**src/rtl/dev_bus_bridge_pkg.sv**
```systemverilog
// rtl/dev_bus_bridge_pkg.sv - shared constants for the device bus bridge
// Purpose: FSM state encoding and device-window geometry used by the bridge
//          and its address decoder.
// Ports:   none (package).
package dev_bus_bridge_pkg;

  localparam logic [1:0] ST_IDLE = 2'd0;
  localparam logic [1:0] ST_REQ  = 2'd1;
  localparam logic [1:0] ST_DONE = 2'd2;
  localparam logic [1:0] ST_ERR  = 2'd3;

  localparam int          SLOT_BYTES        = 16;
  localparam int          MAX_DEV           = 6;
  localparam logic [31:0] DEFAULT_BASE_ADDR = 32'h0000_7F00;

endpackage

```
**src/rtl/dev_bus_bridge_decode.sv**
```systemverilog
// rtl/dev_bus_bridge_decode.sv - combinational device-slot address decoder
// Purpose: maps a CPU byte address onto a device slot inside the bridge window.
// Ports:   addr   - CPU byte address
//          access - load or store strobe active
//          hit    - access to a populated slot
//          bad    - access inside the window but to an unpopulated slot
//          idx    - slot index (valid with hit)
//          off    - byte offset inside the slot
module dev_addr_decode
  import dev_bus_bridge_pkg::*;
#(
  parameter int          N_DEV     = 4,
  parameter logic [31:0] BASE_ADDR = DEFAULT_BASE_ADDR
) (
  input  logic [31:0] addr,
  input  logic        access,
  output logic        hit,
  output logic        bad,
  output logic [2:0]  idx,
  output logic [3:0]  off
);

  logic [31:0] offset;
  logic        win;

  // Window spans MAX_DEV slots of SLOT_BYTES each. Below BASE_ADDR the
  // subtraction wraps, so the lower bound is checked explicitly.
  always_comb begin
    offset = addr - BASE_ADDR;
    win    = (addr >= BASE_ADDR) && (offset[31:7] == 25'd0) &&
             (int'(offset[6:4]) < MAX_DEV);
    idx    = offset[6:4];
    // BASE_ADDR is slot aligned, so the low nibble equals addr[3:0].
    off    = offset[3:0];
    hit    = access && win && (int'(offset[6:4]) < N_DEV);
    bad    = access && win && (int'(offset[6:4]) >= N_DEV);
  end

endmodule

```
**src/rtl/dev_bus_bridge.sv**
```systemverilog
// rtl/dev_bus_bridge.sv - stall-capable CPU to device bus bridge
// Purpose: decodes CPU accesses to device slots, runs a req/ack handshake
//          while stalling the pipeline, reports bus errors and registers
//          device interrupts onto the CP0 hardware interrupt lines.
// Ports:   Clk, Reset (async, active low)
//          PrAddr/PrWD/PrBE/PrWE/PrRE - CPU MEM-stage access
//          PrRD/PrStall/PrBusErr      - CPU response
//          HWInt[7:2]                 - registered device interrupts
//          DEV_Addr/WD/BE/WE/Req      - latched device request
//          DEV_Ack/DEV_RD/DEV_Irq     - per-slot device responses
module dev_bus_bridge
  import dev_bus_bridge_pkg::*;
#(
  parameter int          N_DEV     = 4,
  parameter logic [31:0] BASE_ADDR = DEFAULT_BASE_ADDR,
  parameter int          TIMEOUT   = 15
) (
  input  logic                 Clk,
  input  logic                 Reset,
  input  logic [31:0]          PrAddr,
  input  logic [31:0]          PrWD,
  input  logic [3:0]           PrBE,
  input  logic                 PrWE,
  input  logic                 PrRE,
  output logic [31:0]          PrRD,
  output logic                 PrStall,
  output logic                 PrBusErr,
  output logic [7:2]           HWInt,
  output logic [3:0]           DEV_Addr,
  output logic [31:0]          DEV_WD,
  output logic [3:0]           DEV_BE,
  output logic                 DEV_WE,
  output logic [N_DEV-1:0]     DEV_Req,
  input  logic [N_DEV-1:0]     DEV_Ack,
  input  logic [32*N_DEV-1:0]  DEV_RD,
  input  logic [N_DEV-1:0]     DEV_Irq
);

  logic [1:0]  state;
  logic [2:0]  idx_q;
  logic [7:0]  cnt;
  logic [31:0] rdata;
  logic [7:2]  hwint_q;

  logic        hit, bad;
  logic [2:0]  idx;
  logic [3:0]  off;

  logic        ack_sel;
  logic [31:0] rd_sel;
  logic [N_DEV-1:0] slot_onehot;
  logic [7:2]  irq_ext;

  dev_addr_decode #(
    .N_DEV     (N_DEV),
    .BASE_ADDR (BASE_ADDR)
  ) u_decode (
    .addr   (PrAddr),
    .access (PrWE | PrRE),
    .hit    (hit),
    .bad    (bad),
    .idx    (idx),
    .off    (off)
  );

  // Select the latched slot's ack and read data; other slots are ignored.
  always_comb begin
    ack_sel     = 1'b0;
    rd_sel      = 32'd0;
    slot_onehot = '0;
    irq_ext     = '0;
    for (int i = 0; i < N_DEV; i++) begin
      if (idx_q == 3'(i)) begin
        ack_sel        = DEV_Ack[i];
        rd_sel         = DEV_RD[32*i +: 32];
        slot_onehot[i] = 1'b1;
      end
      irq_ext[2+i] = DEV_Irq[i];
    end
  end

  // The stall has to rise in the decode cycle itself so the CPU never
  // advances past an access that is about to be sent to a device. Gated
  // by Reset so every output is low while reset is held.
  assign PrStall  = Reset && (((state == ST_IDLE) && hit) || (state == ST_REQ));
  assign PrBusErr = (state == ST_ERR);
  assign PrRD     = (state == ST_DONE) ? rdata : 32'd0;
  assign DEV_Req  = (state == ST_REQ) ? slot_onehot : '0;
  assign HWInt    = hwint_q;

  always_ff @(posedge Clk or negedge Reset) begin
    if (!Reset) begin
      state    <= ST_IDLE;
      idx_q    <= 3'd0;
      DEV_Addr <= 4'd0;
      DEV_WD   <= 32'd0;
      DEV_BE   <= 4'd0;
      DEV_WE   <= 1'b0;
      cnt      <= 8'd0;
      rdata    <= 32'd0;
      hwint_q  <= '0;
    end else begin
      hwint_q <= irq_ext;
      case (state)
        ST_IDLE: begin
          if (hit) begin
            idx_q    <= idx;
            DEV_Addr <= off;
            DEV_WD   <= PrWD;
            DEV_BE   <= PrBE;
            DEV_WE   <= PrWE;
            cnt      <= 8'd0;
            state    <= ST_REQ;
          end else if (bad) begin
            state <= ST_ERR;
          end
        end
        ST_REQ: begin
          cnt <= cnt + 8'd1;
          // Ack is checked first so it wins over a simultaneous timeout.
          if (ack_sel) begin
            rdata <= DEV_WE ? 32'd0 : rd_sel;
            state <= ST_DONE;
          end else if (cnt == 8'(TIMEOUT - 1)) begin
            state <= ST_ERR;
          end
        end
        // DONE ignores hit: the CPU still presents the same instruction.
        ST_DONE: state <= ST_IDLE;
        ST_ERR:  state <= ST_IDLE;
        default: state <= ST_IDLE;
      endcase
    end
  end

endmodule

```
**config.mk**
```make
export PLATFORM = sky130hd
export DESIGN_NAME = dev_bus_bridge
export DESIGN_NICKNAME = d
export VERILOG_FILES = /design/src/rtl/dev_bus_bridge_pkg.sv /design/src/rtl/dev_bus_bridge_decode.sv /design/src/rtl/dev_bus_bridge.sv
export SDC_FILE = /design/constraint.sdc
export NUM_CORES = 1
export LEC_CHECK = 0
export CAP_MARGIN = 20
export CELL_PAD_IN_SITES_DETAIL_PLACEMENT = 0
export CELL_PAD_IN_SITES_GLOBAL_PLACEMENT = 1
export CORE_AREA = 4 4 111 113
export CTS_BUF_LIST = sky130_fd_sc_hd__clkbuf_8
export CTS_CLUSTER_SIZE = 30
export DETAILED_ROUTE_END_ITERATION = 10
export DIE_AREA = 0 0 115 117
export DONT_BUFFER_PORTS = 1
export GPL_ROUTABILITY_DRIVEN = 0
export PLACE_DENSITY = 0.88
export SLEW_MARGIN = 20
export SYNTH_ARGS = -nofsm -noshare
export SYNTH_HDL_FRONTEND = slang
export SYNTH_SLANG_ARGS = --single-unit
```
**constraint.sdc**
```tcl
create_clock -name Clk -period 5.2 [get_ports Clk]
set_input_delay 1.3 -clock Clk [delete_from_list [all_inputs] [get_ports Clk]]
set_output_delay 1.3 -clock Clk [all_outputs]
set_load 0.05 [all_outputs]
```
==> impl_metrics.prom <==
# TYPE chip_impl_metric gauge
chip_impl_metric{name="floorplan.rows",unit=""} 39
chip_impl_info{name="synth_largest_area_cell",value="sky130_fd_sc_hd__dfrtp_1"} 1
chip_impl_metric{name="timing.final.crit_period",unit="ns"} 4.723
chip_impl_metric{name="max_freq",unit="MHz"} 211.7
chip_impl_metric{name="core_area",unit="um^2"} 11320
chip_impl_metric{name="synth_enable_flop_cells",unit=""} 0
chip_impl_info{name="worst_setup_path_class",value="in2out"} 1
chip_impl_metric{name="post_cts_resize_count",unit=""} 0
chip_impl_metric{name="ys_warn_count",unit=""} 0
chip_impl_metric{name="grt_overflow",unit=""} 0
chip_impl_info{name="yosys-top-cells-area",value="sky130_fd_sc_hd__dfrtp_1 (45%), sky130_fd_sc_hd__mux2_4 (12%), sky130_fd_sc_hd__mux2_2 (7.8%)"} 1
chip_impl_metric{name="clkLatencyLatePin",unit="ns"} 0.36
chip_impl_metric{name="report.final.setup_viol",unit=""} 0
chip_impl_metric{name="critical_path_arrival",unit="ns"} 3.42
chip_impl_metric{name="drt_pre_antenna_iters",unit=""} 5
chip_impl_metric{name="grt_start_max_net_pins",unit=""} 92
chip_impl_metric{name="fin_tns_setup",unit="ns"} 0
chip_impl_metric{name="fill_cell_count",unit=""} 1056
chip_impl_metric{name="cts.clk_slew.worst_paths",unit="ns"} 0.10
chip_impl_metric{name="vias_per_cell",unit=""} 6.188
chip_impl_metric{name="m1WireLength",unit="um"} 5465
chip_impl_metric{name="cts_post_setup_buffers_inserted",unit=""} 0
chip_impl_metric{name="worst-slew-pin-transition",unit="ns"} 0.8669
chip_impl_metric{name="wl_met3",unit="um"} 1448
chip_impl_metric{name="flow.area_growth_from_synthesis",unit="%"} 6.033
chip_impl_metric{name="postSynth.asyncResetShare",unit="%"} 100.0
chip_impl_metric{name="wire_length_of_the_first_global_routing_pass",unit="um"} 20650
chip_impl_metric{name="pin_count",unit=""} 293
chip_impl_metric{name="antenna_found_initial",unit=""} 0
chip_impl_info{name="critPathCaptureType",value="output port"} 1
chip_impl_metric{name="hold_depth",unit=""} 2
chip_impl_metric{name="ys_seq_elements",unit=""} 90
chip_impl_metric{name="netlist-cell-type-count",unit=""} 46
chip_impl_info{name="postSynth.topFlopCell",value="sky130_fd_sc_hd__dfrtp_1"} 1
chip_impl_info{name="cts_tree",value="done"} 1
chip_impl_info{name="grt_setup_unrepaired",value="false"} 1
chip_impl_metric{name="numCtsBuffers",unit=""} 9
chip_impl_metric{name="vdd.ir_drop.worst",unit="mV"} 0.1309
chip_impl_info{name="result_of_the_run",value="completed"} 1
chip_impl_metric{name="number_of_nets_in_the_final_layout",unit=""} 668
chip_impl_metric{name="max_cap_violations",unit=""} 0
chip_impl_metric{name="pwr_cell_area",unit="nW/um^2"} 228.6
chip_impl_metric{name="cts_hold_bufs",unit=""} 0
chip_impl_metric{name="max_slew_margin",unit="%"} 42.20
chip_impl_metric{name="yosysSeqAreaShare",unit="%"} 44.69
chip_impl_info{name="post-synth-top-count-cell",value="sky130_fd_sc_hd__dfrtp_1"} 1
chip_impl_metric{name="synthesis.area_per_instance",unit="um^2"} 10.66
chip_impl_metric{name="drt_first_iter_violations",unit=""} 252
chip_impl_metric{name="seq_cell_area",unit="um^2"} 2252
chip_impl_metric{name="diodes",unit=""} 0
chip_impl_metric{name="finClkSkew",unit="ns"} 0.01125
chip_impl_metric{name="critical_path.max_fanout",unit=""} 4
chip_impl_info{name="cts_root_buffer",value="sky130_fd_sc_hd__clkbuf_8"} 1
chip_impl_metric{name="worstPathRequired",unit="ns"} 3.90
chip_impl_metric{name="detailroute.via_count",unit=""} 3744
chip_impl_metric{name="finalHoldViolations",unit=""} 0
chip_impl_info{name="synth_common_cells",value="sky130_fd_sc_hd__dfrtp_1 (90), sky130_fd_sc_hd__nand2_1 (45), sky130_fd_sc_hd__mux2_4 (40)"} 1
chip_impl_metric{name="synth_top_area_share",unit="%"} 44.69
chip_impl_metric{name="drc_errors",unit=""} 0
chip_impl_metric{name="final_instance_count_excl_fillers",unit=""} 605
chip_impl_metric{name="netlist_area",unit="um^2"} 5040
chip_impl_metric{name="drive_above_1_share",unit="%"} 24.24
chip_impl_info{name="setup.worst_path.start_class",value="input pin"} 1
chip_impl_metric{name="cts_buffer_depth",unit=""} 2
chip_impl_metric{name="die_w",unit="um"} 115
chip_impl_metric{name="port_buffers",unit=""} 0
chip_impl_metric{name="final.period_utilization",unit="%"} 90.82
chip_impl_metric{name="worst-r2r-cell-count",unit=""} 7
chip_impl_metric{name="fin_worst_hold_slack",unit="ns"} 0.4791
chip_impl_metric{name="globalRouteTotalUtil",unit="%"} 19.64
chip_impl_metric{name="ant_nets",unit=""} 0
chip_impl_metric{name="multi_input_area",unit="um^2"} 2638
chip_impl_info{name="routed.top_layer",value="met4"} 1
chip_impl_metric{name="wirelength",unit="um"} 14110
chip_impl_metric{name="routedWlPerCell",unit="um"} 23.32
chip_impl_metric{name="report.final.slew_viol_count",unit=""} 0
chip_impl_metric{name="p_leak",unit="nW"} 2.327
chip_impl_metric{name="met2WireLength",unit="um"} 7136
chip_impl_metric{name="floorplan.initialDensity",unit="%"} 44.52
chip_impl_metric{name="place_hpwl",unit="um"} 10450
chip_impl_metric{name="numClockSinks",unit=""} 90
chip_impl_metric{name="first_global_vias",unit=""} 3699
chip_impl_metric{name="fp.dieArea",unit="um^2"} 13460
chip_impl_metric{name="htreeDepth",unit=""} 3
chip_impl_metric{name="chipHeight",unit="um"} 117
chip_impl_info{name="timing.hold.worst.class",value="reg2reg"} 1
chip_impl_metric{name="syn-instance-count",unit=""} 473
chip_impl_metric{name="place.detailed.instances",unit=""} 588
-- registers in the layout (all words and copies together) (netlist names) --
register,flops
HWInt,4
state,2
DEV_BE,4
rdata,32
cnt,8
idx_q,3
DEV_WD,32
DEV_Addr,4
DEV_WE,1
-- area by class of cell --
type / instances / share of cell area, %
Clock buffer: 9 / 2.318
Clock inverter: 7 / 1.288
Inverter: 3 / 0.2107
Multi-Input combinational cell: 344 / 49.36
Sequential cell: 90 / 42.14
Tap cell: 143 / 3.348
Timing Repair Buffer: 9 / 1.335
-- logic make-up (layout without fill, tap and decap cells) --
group	count (synthesis)	after routing	share of synthesized area (%)
AO/OA/AOI/OAI	122	122	15.42
buffers and inverters	40	28	3.749
XOR/XNOR	1	1	0.1738
AND/OR/NAND/NOR	140	140	14.97
other	1	2	0.07441
multiplexers	76	76	20.18
adder cells (fa/ha/maj)	3	3	0.7449
flip-flops	90	90	44.69
-- where the power goes --
part,internal (mW),leakage [nW],switching [mW]
combinational,0.0206,1.02,0.0180
sequential,0.701,1.21,0.00636
clock,0.189,0.100,0.286
total,0.911,2.33,0.311
-- per-layer routing --
metal | vias to the layer above | global-route usage, %
met3 | 8 | 6.067
met5 | - | 0
met1 | 1804 | 24.99
met4 | 0 | 4.460
li1 | 1697 | -
met2 | 235 | 32.99
-- layout by cell type (no fill, tap or decap), types with 2 or more instances in the layout --
master	count
sky130_fd_sc_hd__inv_6	2
sky130_fd_sc_hd__mux2_4	40
sky130_fd_sc_hd__buf_4	8
sky130_fd_sc_hd__nor3b_1	2
sky130_fd_sc_hd__inv_8	3
sky130_fd_sc_hd__nor2_1	12
sky130_fd_sc_hd__nand2_1	45
sky130_fd_sc_hd__conb_1	2
sky130_fd_sc_hd__clkinv_4	2
sky130_fd_sc_hd__o21a_1	2
sky130_fd_sc_hd__inv_1	3
sky130_fd_sc_hd__dfrtp_1	90
sky130_fd_sc_hd__nor3_1	6
sky130_fd_sc_hd__o31ai_1	33
sky130_fd_sc_hd__ha_1	3
sky130_fd_sc_hd__nor4_1	3
sky130_fd_sc_hd__o21ai_0	37
sky130_fd_sc_hd__or3_1	5
sky130_fd_sc_hd__nand3_1	11
sky130_fd_sc_hd__o211ai_1	6
sky130_fd_sc_hd__nand2b_1	3
sky130_fd_sc_hd__and2_1	33
sky130_fd_sc_hd__o22ai_1	33
sky130_fd_sc_hd__a21oi_1	4
sky130_fd_sc_hd__nor2b_1	4
sky130_fd_sc_hd__clkbuf_8	9
sky130_fd_sc_hd__mux2_2	35
sky130_fd_sc_hd__or2_2	2
-- stage by stage --
step	util, %	setup WS (ns)	cell area (um^2)	total power, mW
floorplan	-	0.4137	5044	0.7553
global placement	45.29	0.6931	5127	0.7582
detailed placement	45.29	0.5679	5127	0.7591
CTS	46.99	0.5697	5320	1.239
global route	47.20	0.4649	5344	1.270
finish	47.20	0.4772	5344	1.221
-- worst max-delay path: stages --
cell and delay (ns):
sky130_fd_sc_hd__nor3_1 0.49, sky130_fd_sc_hd__nand3_1 0.28, sky130_fd_sc_hd__or4b_2 0.67, sky130_fd_sc_hd__o211ai_1 0.21
sky130_fd_sc_hd__nor4_4 0.10, sky130_fd_sc_hd__o21a_1 0.38
-- final timing paths --
kind / endpoint / slack (ns) / from
max: PrStall / 0.48 / PrAddr[17]
min in group asynchronous: rdata[28]$_DFFE_PN0P_ / 0.62 / Reset
max in group asynchronous: DEV_WD[14]$_DFFE_PN0P_ / 4.41 / Reset
min reg2reg: rdata[14]$_DFFE_PN0P_ / 0.48 / rdata[14]$_DFFE_PN0P_
max reg2reg: DEV_WD[30]$_DFFE_PN0P_ / 2.35 / state[0]$_DFFE_PN0P_
min: rdata[14]$_DFFE_PN0P_ / 0.48 / rdata[14]$_DFFE_PN0P_
Power figures use the tool's default switching activity.
